**config.mk**
```make
export PLATFORM = sky130hd
export DESIGN_NAME = ysyx_22040125_lsu_flat
export DESIGN_NICKNAME = d
export VERILOG_FILES = /design/src/rtl/ysyx_22040125_lsu_pkg.sv /design/src/rtl/ysyx_22040125_lsu_if.sv /design/src/rtl/ysyx_22040125_lsu_align.sv /design/src/rtl/ysyx_22040125_lsu.sv /design/src/flat_wrapper.sv
export SDC_FILE = /design/constraint.sdc
export NUM_CORES = 1
export LEC_CHECK = 0
export CAP_MARGIN = 20
export CORE_MARGIN = 4
export CORE_UTILIZATION = 40
export DETAILED_ROUTE_END_ITERATION = 16
export PLACE_DENSITY = 0.71
export SYNTH_ARGS = -nofsm -noshare
export SYNTH_HDL_FRONTEND = slang
export SYNTH_SLANG_ARGS = --single-unit
```
**constraint.sdc**
```tcl
create_clock -name clk -period 3.9 [get_ports clk]
set_input_delay 1.17 -clock clk [delete_from_list [all_inputs] [get_ports clk]]
set_output_delay 1.17 -clock clk [all_outputs]
set_load 0.02 [all_outputs]
```
**src/rtl/ysyx_22040125_lsu_pkg.sv**
```systemverilog
// Shared types and helpers for the MEM-stage load/store unit.
package ysyx_22040125_lsu_pkg;

  typedef enum logic [2:0] {
    S_IDLE,
    S_RREQ,
    S_RRESP,
    S_WREQ,
    S_WRESP,
    S_DONE
  } state_e;

  typedef enum logic [1:0] {
    SZ_B,
    SZ_H,
    SZ_W,
    SZ_D
  } size_e;

  // Byte-lane strobe for an access of 2^size bytes starting at lane off.
  function automatic logic [7:0] size_mask(input size_e size, input logic [2:0] off);
    logic [7:0] m;
    case (size)
      SZ_B:    m = 8'h01;
      SZ_H:    m = 8'h03;
      SZ_W:    m = 8'h0F;
      default: m = 8'hFF;
    endcase
    return m << off;
  endfunction

  function automatic logic is_misaligned(input size_e size, input logic [2:0] off,
                                         input int unsigned xlen);
    case (size)
      SZ_B:    return 1'b0;
      SZ_H:    return off[0];
      SZ_W:    return |off[1:0];
      default: return (xlen == 32) || (|off);
    endcase
  endfunction

endpackage

```
**src/rtl/ysyx_22040125_lsu_if.sv**
```systemverilog
// Split read/write data-bus channels between the LSU (master) and memory (slave).
interface ysyx_22040125_lsu_if #(
  parameter int unsigned XLEN   = 64,
  parameter int unsigned ADDR_W = 32
);
  localparam int unsigned BYTES = XLEN / 8;

  logic              rd_req_valid;
  logic              rd_req_ready;
  logic [ADDR_W-1:0] rd_addr;
  logic [2:0]        rd_size;
  logic              rd_resp_valid;
  logic [XLEN-1:0]   rd_resp_data;
  logic              rd_resp_err;
  logic              wr_req_valid;
  logic              wr_req_ready;
  logic [ADDR_W-1:0] wr_addr;
  logic [XLEN-1:0]   wr_data;
  logic [BYTES-1:0]  wr_strb;
  logic [2:0]        wr_size;
  logic              wr_resp_valid;
  logic              wr_resp_err;

  modport master (
    output rd_req_valid, rd_addr, rd_size, wr_req_valid, wr_addr, wr_data, wr_strb, wr_size,
    input  rd_req_ready, rd_resp_valid, rd_resp_data, rd_resp_err,
           wr_req_ready, wr_resp_valid, wr_resp_err
  );

  modport slave (
    input  rd_req_valid, rd_addr, rd_size, wr_req_valid, wr_addr, wr_data, wr_strb, wr_size,
    output rd_req_ready, rd_resp_valid, rd_resp_data, rd_resp_err,
           wr_req_ready, wr_resp_valid, wr_resp_err
  );
endinterface

```
**src/rtl/ysyx_22040125_lsu_align.sv**
```systemverilog
// Byte-lane steering: store data/strobe placement and load extraction with extension.
module ysyx_22040125_lsu_align
  import ysyx_22040125_lsu_pkg::*;
#(
  parameter  int unsigned XLEN  = 64,
  localparam int unsigned BYTES = XLEN / 8,
  localparam int unsigned OFFW  = $clog2(BYTES)
) (
  input  logic [XLEN-1:0]  st_data,
  input  logic [OFFW-1:0]  st_off,
  input  size_e            st_size,
  output logic [XLEN-1:0]  st_lane_data,
  output logic [BYTES-1:0] st_strb,
  input  logic [XLEN-1:0]  ld_raw,
  input  logic [OFFW-1:0]  ld_off,
  input  size_e            ld_size,
  input  logic             ld_unsigned,
  output logic [XLEN-1:0]  ld_data
);

  logic [7:0]      st_mask;
  logic [7:0]      ld_mask;
  logic [XLEN-1:0] shifted;
  logic [XLEN-1:0] keep;
  logic            sign;

  always_comb begin
    st_lane_data = st_data << {st_off, 3'b000};
    st_mask      = size_mask(st_size, 3'(st_off));
    st_strb      = st_mask[BYTES-1:0];

    shifted = ld_raw >> {ld_off, 3'b000};
    ld_mask = size_mask(ld_size, 3'b000);
    keep    = '0;
    sign    = 1'b0;
    // The highest kept lane supplies the sign bit.
    for (int unsigned b = 0; b < BYTES; b++) begin
      if (ld_mask[b]) begin
        keep[8*b +: 8] = 8'hFF;
        sign           = shifted[8*b+7];
      end
    end
    ld_data = (shifted & keep) | ((sign && !ld_unsigned) ? ~keep : '0);
  end

endmodule

```
**src/rtl/ysyx_22040125_lsu.sv**
```systemverilog
// Multi-cycle MEM-stage load/store unit: request FSM, bus handshakes, result hold across stalls.
module ysyx_22040125_lsu
  import ysyx_22040125_lsu_pkg::*;
#(
  parameter int unsigned       XLEN      = 64,
  parameter int unsigned       ADDR_W    = 32,
  parameter logic [ADDR_W-1:0] BASE_ADDR = 32'h8000_0000
) (
  input  logic                clk,
  input  logic                rst_n,
  input  logic                mem_ren,
  input  logic                mem_wen,
  input  logic [ADDR_W-1:0]   mem_addr,
  input  logic [XLEN-1:0]     mem_wdata,
  input  logic [1:0]          mem_size,
  input  logic                mem_unsigned,
  input  logic                stall_other,
  output logic                stall_mem,
  output logic [XLEN-1:0]     mem_rdata,
  output logic                load_misalign,
  output logic                store_misalign,
  output logic                access_fault,
  ysyx_22040125_lsu_if.master bus
);

  localparam int unsigned BYTES = XLEN / 8;
  localparam int unsigned OFFW  = $clog2(BYTES);

  state_e            state_q, state_d;
  logic [ADDR_W-1:0] addr_q;
  size_e             size_q;
  logic              uns_q;
  logic [OFFW-1:0]   off_q;
  logic [XLEN-1:0]   wdata_q;
  logic [BYTES-1:0]  strb_q;
  logic [XLEN-1:0]   rdata_q;
  logic              fault_q;

  size_e             req_size;
  logic [OFFW-1:0]   req_off;
  logic [ADDR_W-1:0] rel_addr;
  logic              req_misaligned;
  logic              accept;
  logic [XLEN-1:0]   lane_data;
  logic [BYTES-1:0]  lane_strb;
  logic [XLEN-1:0]   ld_data;

  assign req_size       = size_e'(mem_size);
  assign req_off        = mem_addr[OFFW-1:0];
  assign rel_addr       = mem_addr - BASE_ADDR;
  assign req_misaligned = is_misaligned(req_size, 3'(req_off), XLEN);

  ysyx_22040125_lsu_align #(.XLEN(XLEN)) u_align (
    .st_data      (mem_wdata),
    .st_off       (req_off),
    .st_size      (req_size),
    .st_lane_data (lane_data),
    .st_strb      (lane_strb),
    .ld_raw       (bus.rd_resp_data),
    .ld_off       (off_q),
    .ld_size      (size_q),
    .ld_unsigned  (uns_q),
    .ld_data      (ld_data)
  );

  always_comb begin
    state_d        = state_q;
    stall_mem      = 1'b0;
    load_misalign  = 1'b0;
    store_misalign = 1'b0;
    accept         = 1'b0;
    case (state_q)
      S_IDLE: begin
        // A simultaneous load and store request resolves to the store.
        if (mem_wen || mem_ren) begin
          if (req_misaligned) begin
            store_misalign = mem_wen;
            load_misalign  = !mem_wen;
          end else begin
            accept    = 1'b1;
            stall_mem = 1'b1;
            state_d   = mem_wen ? S_WREQ : S_RREQ;
          end
        end
      end
      S_RREQ: begin
        stall_mem = 1'b1;
        if (bus.rd_req_ready) state_d = S_RRESP;
      end
      S_RRESP: begin
        stall_mem = 1'b1;
        if (bus.rd_resp_valid) state_d = S_DONE;
      end
      S_WREQ: begin
        stall_mem = 1'b1;
        if (bus.wr_req_ready) state_d = S_WRESP;
      end
      S_WRESP: begin
        stall_mem = 1'b1;
        if (bus.wr_resp_valid) state_d = S_DONE;
      end
      S_DONE: begin
        if (!stall_other) state_d = S_IDLE;
      end
      default: state_d = S_IDLE;
    endcase
  end

  always_ff @(posedge clk or negedge rst_n) begin
    if (!rst_n) begin
      state_q <= S_IDLE;
      addr_q  <= '0;
      size_q  <= SZ_B;
      uns_q   <= 1'b0;
      off_q   <= '0;
      wdata_q <= '0;
      strb_q  <= '0;
      rdata_q <= '0;
      fault_q <= 1'b0;
    end else begin
      state_q <= state_d;
      if (accept) begin
        addr_q  <= {rel_addr[ADDR_W-1:OFFW], {OFFW{1'b0}}};
        size_q  <= req_size;
        uns_q   <= mem_unsigned;
        off_q   <= req_off;
        wdata_q <= lane_data;
        strb_q  <= lane_strb;
      end
      case (state_q)
        S_RRESP: if (bus.rd_resp_valid) begin
          rdata_q <= bus.rd_resp_err ? '0 : ld_data;
          fault_q <= bus.rd_resp_err;
        end
        S_WRESP: if (bus.wr_resp_valid) fault_q <= bus.wr_resp_err;
        S_DONE: if (!stall_other) begin
          rdata_q <= '0;
          fault_q <= 1'b0;
        end
        default: ;
      endcase
    end
  end

  assign mem_rdata        = rdata_q;
  assign access_fault     = fault_q;
  assign bus.rd_req_valid = (state_q == S_RREQ);
  assign bus.wr_req_valid = (state_q == S_WREQ);
  assign bus.rd_addr      = addr_q;
  assign bus.wr_addr      = addr_q;
  assign bus.rd_size      = {1'b0, size_q};
  assign bus.wr_size      = {1'b0, size_q};
  assign bus.wr_data      = wdata_q;
  assign bus.wr_strb      = strb_q;

endmodule

```
**src/flat_wrapper.sv**
```systemverilog
// flat-port wrapper written by rule: the top's interface ports become plain ports
module ysyx_22040125_lsu_flat import ysyx_22040125_lsu_pkg::*;
#(
  parameter int unsigned       XLEN      = 64,
  parameter int unsigned       ADDR_W    = 32,
  parameter logic [ADDR_W-1:0] BASE_ADDR = 32'h8000_0000
)
  (clk, rst_n, mem_ren, mem_wen, mem_addr, mem_wdata, mem_size, mem_unsigned, stall_other, stall_mem, mem_rdata, load_misalign, store_misalign, access_fault, bus_rd_req_valid, bus_rd_addr, bus_rd_size, bus_wr_req_valid, bus_wr_addr, bus_wr_data, bus_wr_strb, bus_wr_size, bus_rd_req_ready, bus_rd_resp_valid, bus_rd_resp_data, bus_rd_resp_err, bus_wr_req_ready, bus_wr_resp_valid, bus_wr_resp_err);
  ysyx_22040125_lsu_if #(.XLEN(XLEN), .ADDR_W(ADDR_W)) bus_i ();
  input  logic clk;
  input  logic rst_n;
  input  logic mem_ren;
  input  logic mem_wen;
  input  logic [ADDR_W-1:0] mem_addr;
  input  logic [XLEN-1:0] mem_wdata;
  input  logic [1:0] mem_size;
  input  logic mem_unsigned;
  input  logic stall_other;
  output logic stall_mem;
  output logic [XLEN-1:0] mem_rdata;
  output logic load_misalign;
  output logic store_misalign;
  output logic access_fault;
  output wire logic [$bits(bus_i.rd_req_valid)-1:0] bus_rd_req_valid;
  output wire logic [$bits(bus_i.rd_addr)-1:0] bus_rd_addr;
  output wire logic [$bits(bus_i.rd_size)-1:0] bus_rd_size;
  output wire logic [$bits(bus_i.wr_req_valid)-1:0] bus_wr_req_valid;
  output wire logic [$bits(bus_i.wr_addr)-1:0] bus_wr_addr;
  output wire logic [$bits(bus_i.wr_data)-1:0] bus_wr_data;
  output wire logic [$bits(bus_i.wr_strb)-1:0] bus_wr_strb;
  output wire logic [$bits(bus_i.wr_size)-1:0] bus_wr_size;
  input wire logic [$bits(bus_i.rd_req_ready)-1:0] bus_rd_req_ready;
  input wire logic [$bits(bus_i.rd_resp_valid)-1:0] bus_rd_resp_valid;
  input wire logic [$bits(bus_i.rd_resp_data)-1:0] bus_rd_resp_data;
  input wire logic [$bits(bus_i.rd_resp_err)-1:0] bus_rd_resp_err;
  input wire logic [$bits(bus_i.wr_req_ready)-1:0] bus_wr_req_ready;
  input wire logic [$bits(bus_i.wr_resp_valid)-1:0] bus_wr_resp_valid;
  input wire logic [$bits(bus_i.wr_resp_err)-1:0] bus_wr_resp_err;
  assign bus_rd_req_valid = bus_i.rd_req_valid;
  assign bus_rd_addr = bus_i.rd_addr;
  assign bus_rd_size = bus_i.rd_size;
  assign bus_wr_req_valid = bus_i.wr_req_valid;
  assign bus_wr_addr = bus_i.wr_addr;
  assign bus_wr_data = bus_i.wr_data;
  assign bus_wr_strb = bus_i.wr_strb;
  assign bus_wr_size = bus_i.wr_size;
  assign bus_i.rd_req_ready = bus_rd_req_ready;
  assign bus_i.rd_resp_valid = bus_rd_resp_valid;
  assign bus_i.rd_resp_data = bus_rd_resp_data;
  assign bus_i.rd_resp_err = bus_rd_resp_err;
  assign bus_i.wr_req_ready = bus_wr_req_ready;
  assign bus_i.wr_resp_valid = bus_wr_resp_valid;
  assign bus_i.wr_resp_err = bus_wr_resp_err;
  ysyx_22040125_lsu #(.XLEN(XLEN), .ADDR_W(ADDR_W), .BASE_ADDR(BASE_ADDR)) u_core (.clk(clk), .rst_n(rst_n), .mem_ren(mem_ren), .mem_wen(mem_wen), .mem_addr(mem_addr), .mem_wdata(mem_wdata), .mem_size(mem_size), .mem_unsigned(mem_unsigned), .stall_other(stall_other), .stall_mem(stall_mem), .mem_rdata(mem_rdata), .load_misalign(load_misalign), .store_misalign(store_misalign), .access_fault(access_fault), .bus(bus_i));
endmodule
```
==> key figures, run 1 <==
Worst setup path
  • Peak fanout along the critical path: 4
  • Critical path type: input pin to output pin
  • Flop2flop setup slack: 1060 ps
  • Crit end category: output pin
  • Crit Reg-Reg Endpoint: u_core.bus.rd_addr[14]
  • CP startpoint kind: input pin
  • RR Startpoint: u_core.state_q[0]
  • WP data arrival: 2670 ps
  • Number of cells on the worst reg-to-reg path: 5
  • CP Data Required Time: 2730 ps

Layout
  • Final Util: 58.7%
  • Area delta synth->final: 42.7%
  • Finished layout cell area: 15000 um2
  • Most frequent cells in the layout: 371 x clkdlybuf4s50_1, 172 x dfrtp_1, 152 x nand2_1, 87 x o21ai_0, 87 x mux2i_1
  • # nets final: 1532
  • Filler cells: 2174
  • Post-Layout Cell Count: 1700
  • Diode count: 0
  • Layout cells sized above 1: 13.0%
  • Commonest non-fill, non-tap cell in the layout: clkdlybuf4s50_1

Place
  • GP Congestion: 0.943
  • Placed Area: 14300 um2
  • Post-DP HPWL: 29000 um
  • Place WS: -240 ps
  • Post-Place Cells: 1669
  • # port buffers: 377

Routing
  • Number of vias per cell: 5.64
  • Final ANT Viol Nets: 0
  • Drt wl/cell: 22.3 um
  • Via count: 9584
  • Drt drc: 0
  • Drt first pass iters: 5
  • 1st-iter DRT viols: 707
  • Final WL: 37900 um

Floorplanning
  • Initial Util: 41.1%
  • Site Rows: 58
  • Core Area: 25500 um2
  • Die height: 170 um
  • Die area: 28900 um2
  • Ports: 386
  • Die Width: 170 um

Timing
  • Fin crit period: 3840 ps
  • Clock skew: 13.1 ps
  • RSZ-0062 raised after global routing: no
  • Fmax: 261 MHz
  • Worst Tran Pin Value: 941 ps
  • Tcrit/Tclk final: 98.4%
  • Max-slew headroom: 37.3%
  • Final setup vio count: 0
  • Final Max Tran Viols: 0
  • Final hold viol count: 0
  • Worst setup margin: 61.7 ps

Synth
  • Synth warn: 0
  • Area contributors post-synth: dfrtp_1 42%, mux2i_1 8.3%, mux2_2 7.7%
  • Post-synth ARST share: 100%
  • Top-area cell type share of the netlist area: 41.8%
  • Post-synth top flop: dfrtp_1
  • Sequential area share after synthesis: 41.8%
  • Flops & latches, synth: 175
  • Synth area leader: dfrtp_1
  • Syn Inst Count: 1049
  • Mean Syn Cell Area: 9.99 um2
  • Syn Std Cell Area: 10500 um2
  • Distinct cells, synth: 56
  • EDFF count, synth: 0

Min path
  • Hold Path End: u_core.bus.wr_strb[1]
  • WHS Path Cells: 2
  • Worst min-delay path startpoint: u_core.bus.wr_strb[1]
  • HP Class: register to register

Power
  • P per Cell Area: 753 nW/um2
  • Lkg Pwr: 6.47 nW
  • Worst vdd ir: 0.000442 V

Global route
  • Largest net degree at the start of global routing: 108
  • Initial antenna violation count: 1
  • GRT Total Usage: 25.5%
  • First-pass GRT wire length: 57100 um
  • GRT overflow: 0
  • Vias in the first global route: 9494

Flow run
  • Max Cap Viol: 0

Clock network
  • Post-CTS Setup Inserts: 0
  • # hold bufs at CTS: 0
  • Worst skew pair latency: 430 ps
  • CTS Root Cell: clkbuf_16
  • Clock Tree Buf Depth: 2
  • CTS tree: done
  • CTS Buf Count: 17
  • Clk slew on worst S/H paths: 70 ps
  • H-Tree Depth: 4
  • CTS resizes: 3
  • Clock sinks: 175

Outcome
  • Status: finished clean
-- cells in the mapped netlist, types with 18 or more instances --
| cell type | count |
|---|---|
| clkbuf_1 | 58 |
| dfrtp_1 | 175 |
| o21ai_0 | 87 |
| nor2_1 | 41 |
| nand2_1 | 153 |
| a22oi_1 | 42 |
| buf_2 | 21 |
| mux2_2 | 72 |
| a21oi_1 | 51 |
| mux4_2 | 25 |
| nor2b_1 | 18 |
| mux2i_1 | 87 |
| a211oi_1 | 23 |
| buf_4 | 42 |
-- how the worst max path moves through the flow --
stage / start / to / slack (ps)
after global routing: mem_size[0] / stall_mem / 1
final: mem_size[0] / stall_mem / 60
after detailed placement: mem_size[0] / stall_mem / -240
after global placement: mem_addr[2] / stall_mem / -220
after CTS: mem_size[0] / stall_mem / 30
after floorplan: mem_size[0] / stall_mem / 10
-- critical path, cell delays in order --
cell and delay [ps]:
clkdlybuf4s50_1 460, or2_1 290, a221oi_4 300, nand2_4 70, nand2_1 70, clkdlybuf4s15_1 300
-- power breakdown --
group / internal (W) / switching [W]
combinational: 0.00294 / 0.00306
clock: 0.00110 / 0.000779
sequential: 0.00258 / 0.000788
-- per-layer routing --
| metal | wire (um) | GRT usage [%] | part of all wire [%] |
|---|---|---|---|
| met2 | 18700 | 43.3 | 49 |
| met1 | 14600 | 31.2 | 38 |
| met4 | 1410 | 9.73 | 3.7 |
| met3 | 3170 | 6.48 | 8.4 |
| met5 | 13 | 0 | 0.034 |
-- sequential cells by signal, summed over array words and instances (netlist names) --
name	count
u_core.off_q	3
u_core.mem_rdata	64
u_core.bus.wr_data	64
u_core.bus.wr_strb	8
u_core.state_q	3
u_core.uns_q	1
u_core.access_fault	1
u_core.size_q	2
u_core.bus.rd_addr	29
-- layout make-up --
cell class | instances | area, um2 | share of cell area (%)
multi-input cells | 745 | 5440 | 36.4
flip-flops and latches | 175 | 4390 | 29.3
repair buffers | 414 | 4060 | 27.1
clock buffers | 18 | 439 | 2.94
well taps | 330 | 413 | 2.76
clock inverters | 13 | 199 | 1.33
inverters | 5 | 18.8 | 0.126
-- cell families (layout without fill, tap and decap cells) --
| family | Yosys count | in the layout | synth area share (%) |
|---|---|---|---|
| mux | 184 | 184 | 21.4 |
| simple gates | 256 | 256 | 10.8 |
| buf+inv | 136 | 450 | 6.84 |
| other cells | 1 | 8 | 0.0358 |
| flops | 175 | 175 | 41.8 |
| compound gates | 297 | 297 | 19.1 |
-- stage by stage --
step | total power [W] | hold WS (ps) | setup TNS, ps
final | 0.0113 | 476 | 0
after global routing | 0.0119 | 504 | 0
after CTS | 0.0113 | 481 | 0
after detailed placement | 0.00942 | 469 | -4680
after global placement | 0.00934 | 461 | -3440
after floorplan | 0.00679 | 570 | 0
Note: power is estimated with default switching activity, not from simulation.
==> inputs of run 2 (changes only) <==
Settings changed: CORE_UTILIZATION 40 to 46, CTS_CLUSTER_DIAMETER set to 150, PLACE_DENSITY 0.71 to 0.8.
==> run 2 against run 1 <==
Compared with the run above:
- routed wire length down 1.3%
- cell count down 3.1%
- flip-flop and latch count unchanged
- critical endpoint is now load_misalign
- setup slack better by 57 ps
- highest routed layer is now met4
- maximum frequency up 1.5%
- critical path depth down 1
- largest power group unchanged
- global-route usage up 3.4 points
==> key figures, run 2 (same netlist as run 1, synthesis figures left out) <==
Routing
  • Top sig layer: met4
  • Metal2 WL: 18200 um
  • Drt drc: 0
  • Via count: 9782
  • Met3 wire length: 3150 um
  • Final WL: 37400 um
  • Drt first pass iters: 6
  • Number of vias per cell: 5.94
  • Drt wl/cell: 22.7 um
  • M1 WL: 14100 um
  • 1st-iter DRT viols: 837
  • Final ANT Viol Nets: 0

Place
  • Placed Area: 14300 um2
  • # port buffers: 377
  • Place WS: -212 ps
  • Post-DP HPWL: 28100 um
  • GP Congestion: 0.953

Min path
  • Worst min-delay path startpoint: u_core.bus.wr_data[8]
  • HP Class: register to register
  • Hold Path End: u_core.bus.wr_data[8]
  • WHS Path Cells: 2

Global route
  • Initial antenna violation count: 0
  • Vias in the first global route: 9894
  • GRT Total Usage: 28.8%
  • First-pass GRT wire length: 57800 um
  • GRT overflow: 0
  • Largest net degree at the start of global routing: 100

Worst setup path
  • Critical path type: input pin to output pin
  • Number of cells on the worst reg-to-reg path: 5
  • RR Startpoint: u_core.off_q[2]
  • Crit Reg-Reg Endpoint: u_core.mem_rdata[19]
  • CP startpoint kind: input pin
  • Flop2flop setup slack: 1070 ps
  • Crit end category: output pin
  • Peak fanout along the critical path: 4
  • WP data arrival: 2610 ps
  • CP Data Required Time: 2730 ps

Layout
  • Filler cells: 1771
  • Diode count: 0
  • Commonest non-fill, non-tap cell in the layout: clkdlybuf4s50_1
  • Most frequent cells in the layout: 370 x clkdlybuf4s50_1, 172 x dfrtp_1, 152 x nand2_1, 87 x o21ai_0, 87 x mux2i_1
  • Area delta synth->final: 41.5%
  • Final Util: 67.1%
  • Layout cells sized above 1: 12.9%
  • # nets final: 1528
  • Finished layout cell area: 14800 um2

Clock network
  • Clock sinks: 175
  • # hold bufs at CTS: 0
  • Clk slew on worst S/H paths: 60 ps
  • Clock Tree Buf Depth: 2
  • CTS Root Cell: clkbuf_16
  • CTS tree: done
  • Worst skew pair latency: 430 ps
  • CTS Buf Count: 17
  • H-Tree Depth: 4

Timing
  • Worst setup margin: 119 ps
  • Worst Tran Pin Value: 1060 ps
  • Max-slew headroom: 29.2%
  • Clock skew: 11.0 ps
  • Final hold viol count: 0
  • RSZ-0062 raised after global routing: no
  • Final Max Tran Viols: 0
  • Fmax: 264 MHz
  • Fin crit period: 3780 ps
  • Hold Slack: 477 ps
  • Final setup vio count: 0
  • Tcrit/Tclk final: 97.0%

Floorplanning
  • Die area: 25300 um2
  • Die height: 159 um
  • Die Width: 159 um
  • Site Rows: 54
  • Core Area: 22100 um2
  • Initial Util: 47.4%
  • Ports: 386

Power
  • P per Cell Area: 750 nW/um2
  • Lkg Pwr: 6.42 nW
  • Worst vdd ir: 0.000376 V

Outcome
  • Status: finished clean

Flow run
  • Max Cap Viol: 0
[run 2: cell count changes in the layout (fill, tap and decap cells not counted)]
cell,before,now
buf_12,1,4
buf_2,1,2
buf_4,37,30
bufinv_16,4,1
clkbuf_1,0,1
clkbuf_2,0,1
clkbuf_8,1,0
clkdlybuf4s15_1,1,0
clkdlybuf4s50_1,371,370
clkinv_4,3,0
clkinvlp_4,0,5
inv_6,6,4
inv_8,0,4
[run 2: stage by stage]
step | instances | power [W] | TNS, ps
2_1_floorplan | 1056 | 0.00679 | 0
3_3_place_gp | 1615 | 0.00930 | -2210
3_5_place_dp | 1615 | 0.00943 | -3280
4_1_cts | 1647 | 0.0112 | 0
5_1_grt | 1647 | 0.0117 | 0
6_report | 1647 | 0.0111 | 0
[run 2: what timing repair did]
action,4_1_cts,5_1_grt
setup buffers,0,0
hold endpoints to repair,0,0
endpoints found under the setup margin,3,1
resized for setup,3,2
[run 2: cell type report]
| cell class | count | area (um2) | area share, % |
|---|---|---|---|
| clock buffer | 18 | 429 | 2.90 |
| clock inverter | 14 | 148 | 0.996 |
| multi-input combinational | 745 | 5440 | 36.7 |
| inverter | 5 | 18.8 | 0.127 |
| timing repair buffer | 410 | 4050 | 27.3 |
| sequential | 175 | 4390 | 29.6 |
| tap | 280 | 350 | 2.36 |
[run 2: how the worst max path moves through the flow]
stage,start,end,cells past startpoint
after global placement,mem_size[0],stall_mem,6
after CTS,mem_size[0],stall_mem,6
after floorplan,mem_size[0],stall_mem,7
final,mem_size[0],load_misalign,5
after global routing,mem_size[0],load_misalign,5
after detailed placement,mem_size[0],stall_mem,6
[run 2: report_power, final]
part	total [W]	internal, W	switching [W]
logic	0.00598	0.00295	0.00303
clock network	0.00171	0.000905	0.000802
registers	0.00343	0.00258	0.000852
[run 2: per-layer routing]
layer / vias up / track usage, %
met5: - / 0
met4: 0 / 14.2
met3: 101 / 7.40
met2: 527 / 48.6
met1: 4729 / 34.6
li1: 4425 / -
[run 2: critical path: stages]
cell             delay, ps
clkdlybuf4s50_1        450
or2_1                  290
a22o_1                 210
and4b_1                180
dlygate4sd2_1          310
==> inputs of run 3 (changes only) <==
Settings changed: CORE_UTILIZATION 46 to 40, PLACE_DENSITY 0.8 to 0.71.
==> results of run 3 <==
No change in the layout: final DEF, timing and power equal those of run 1.
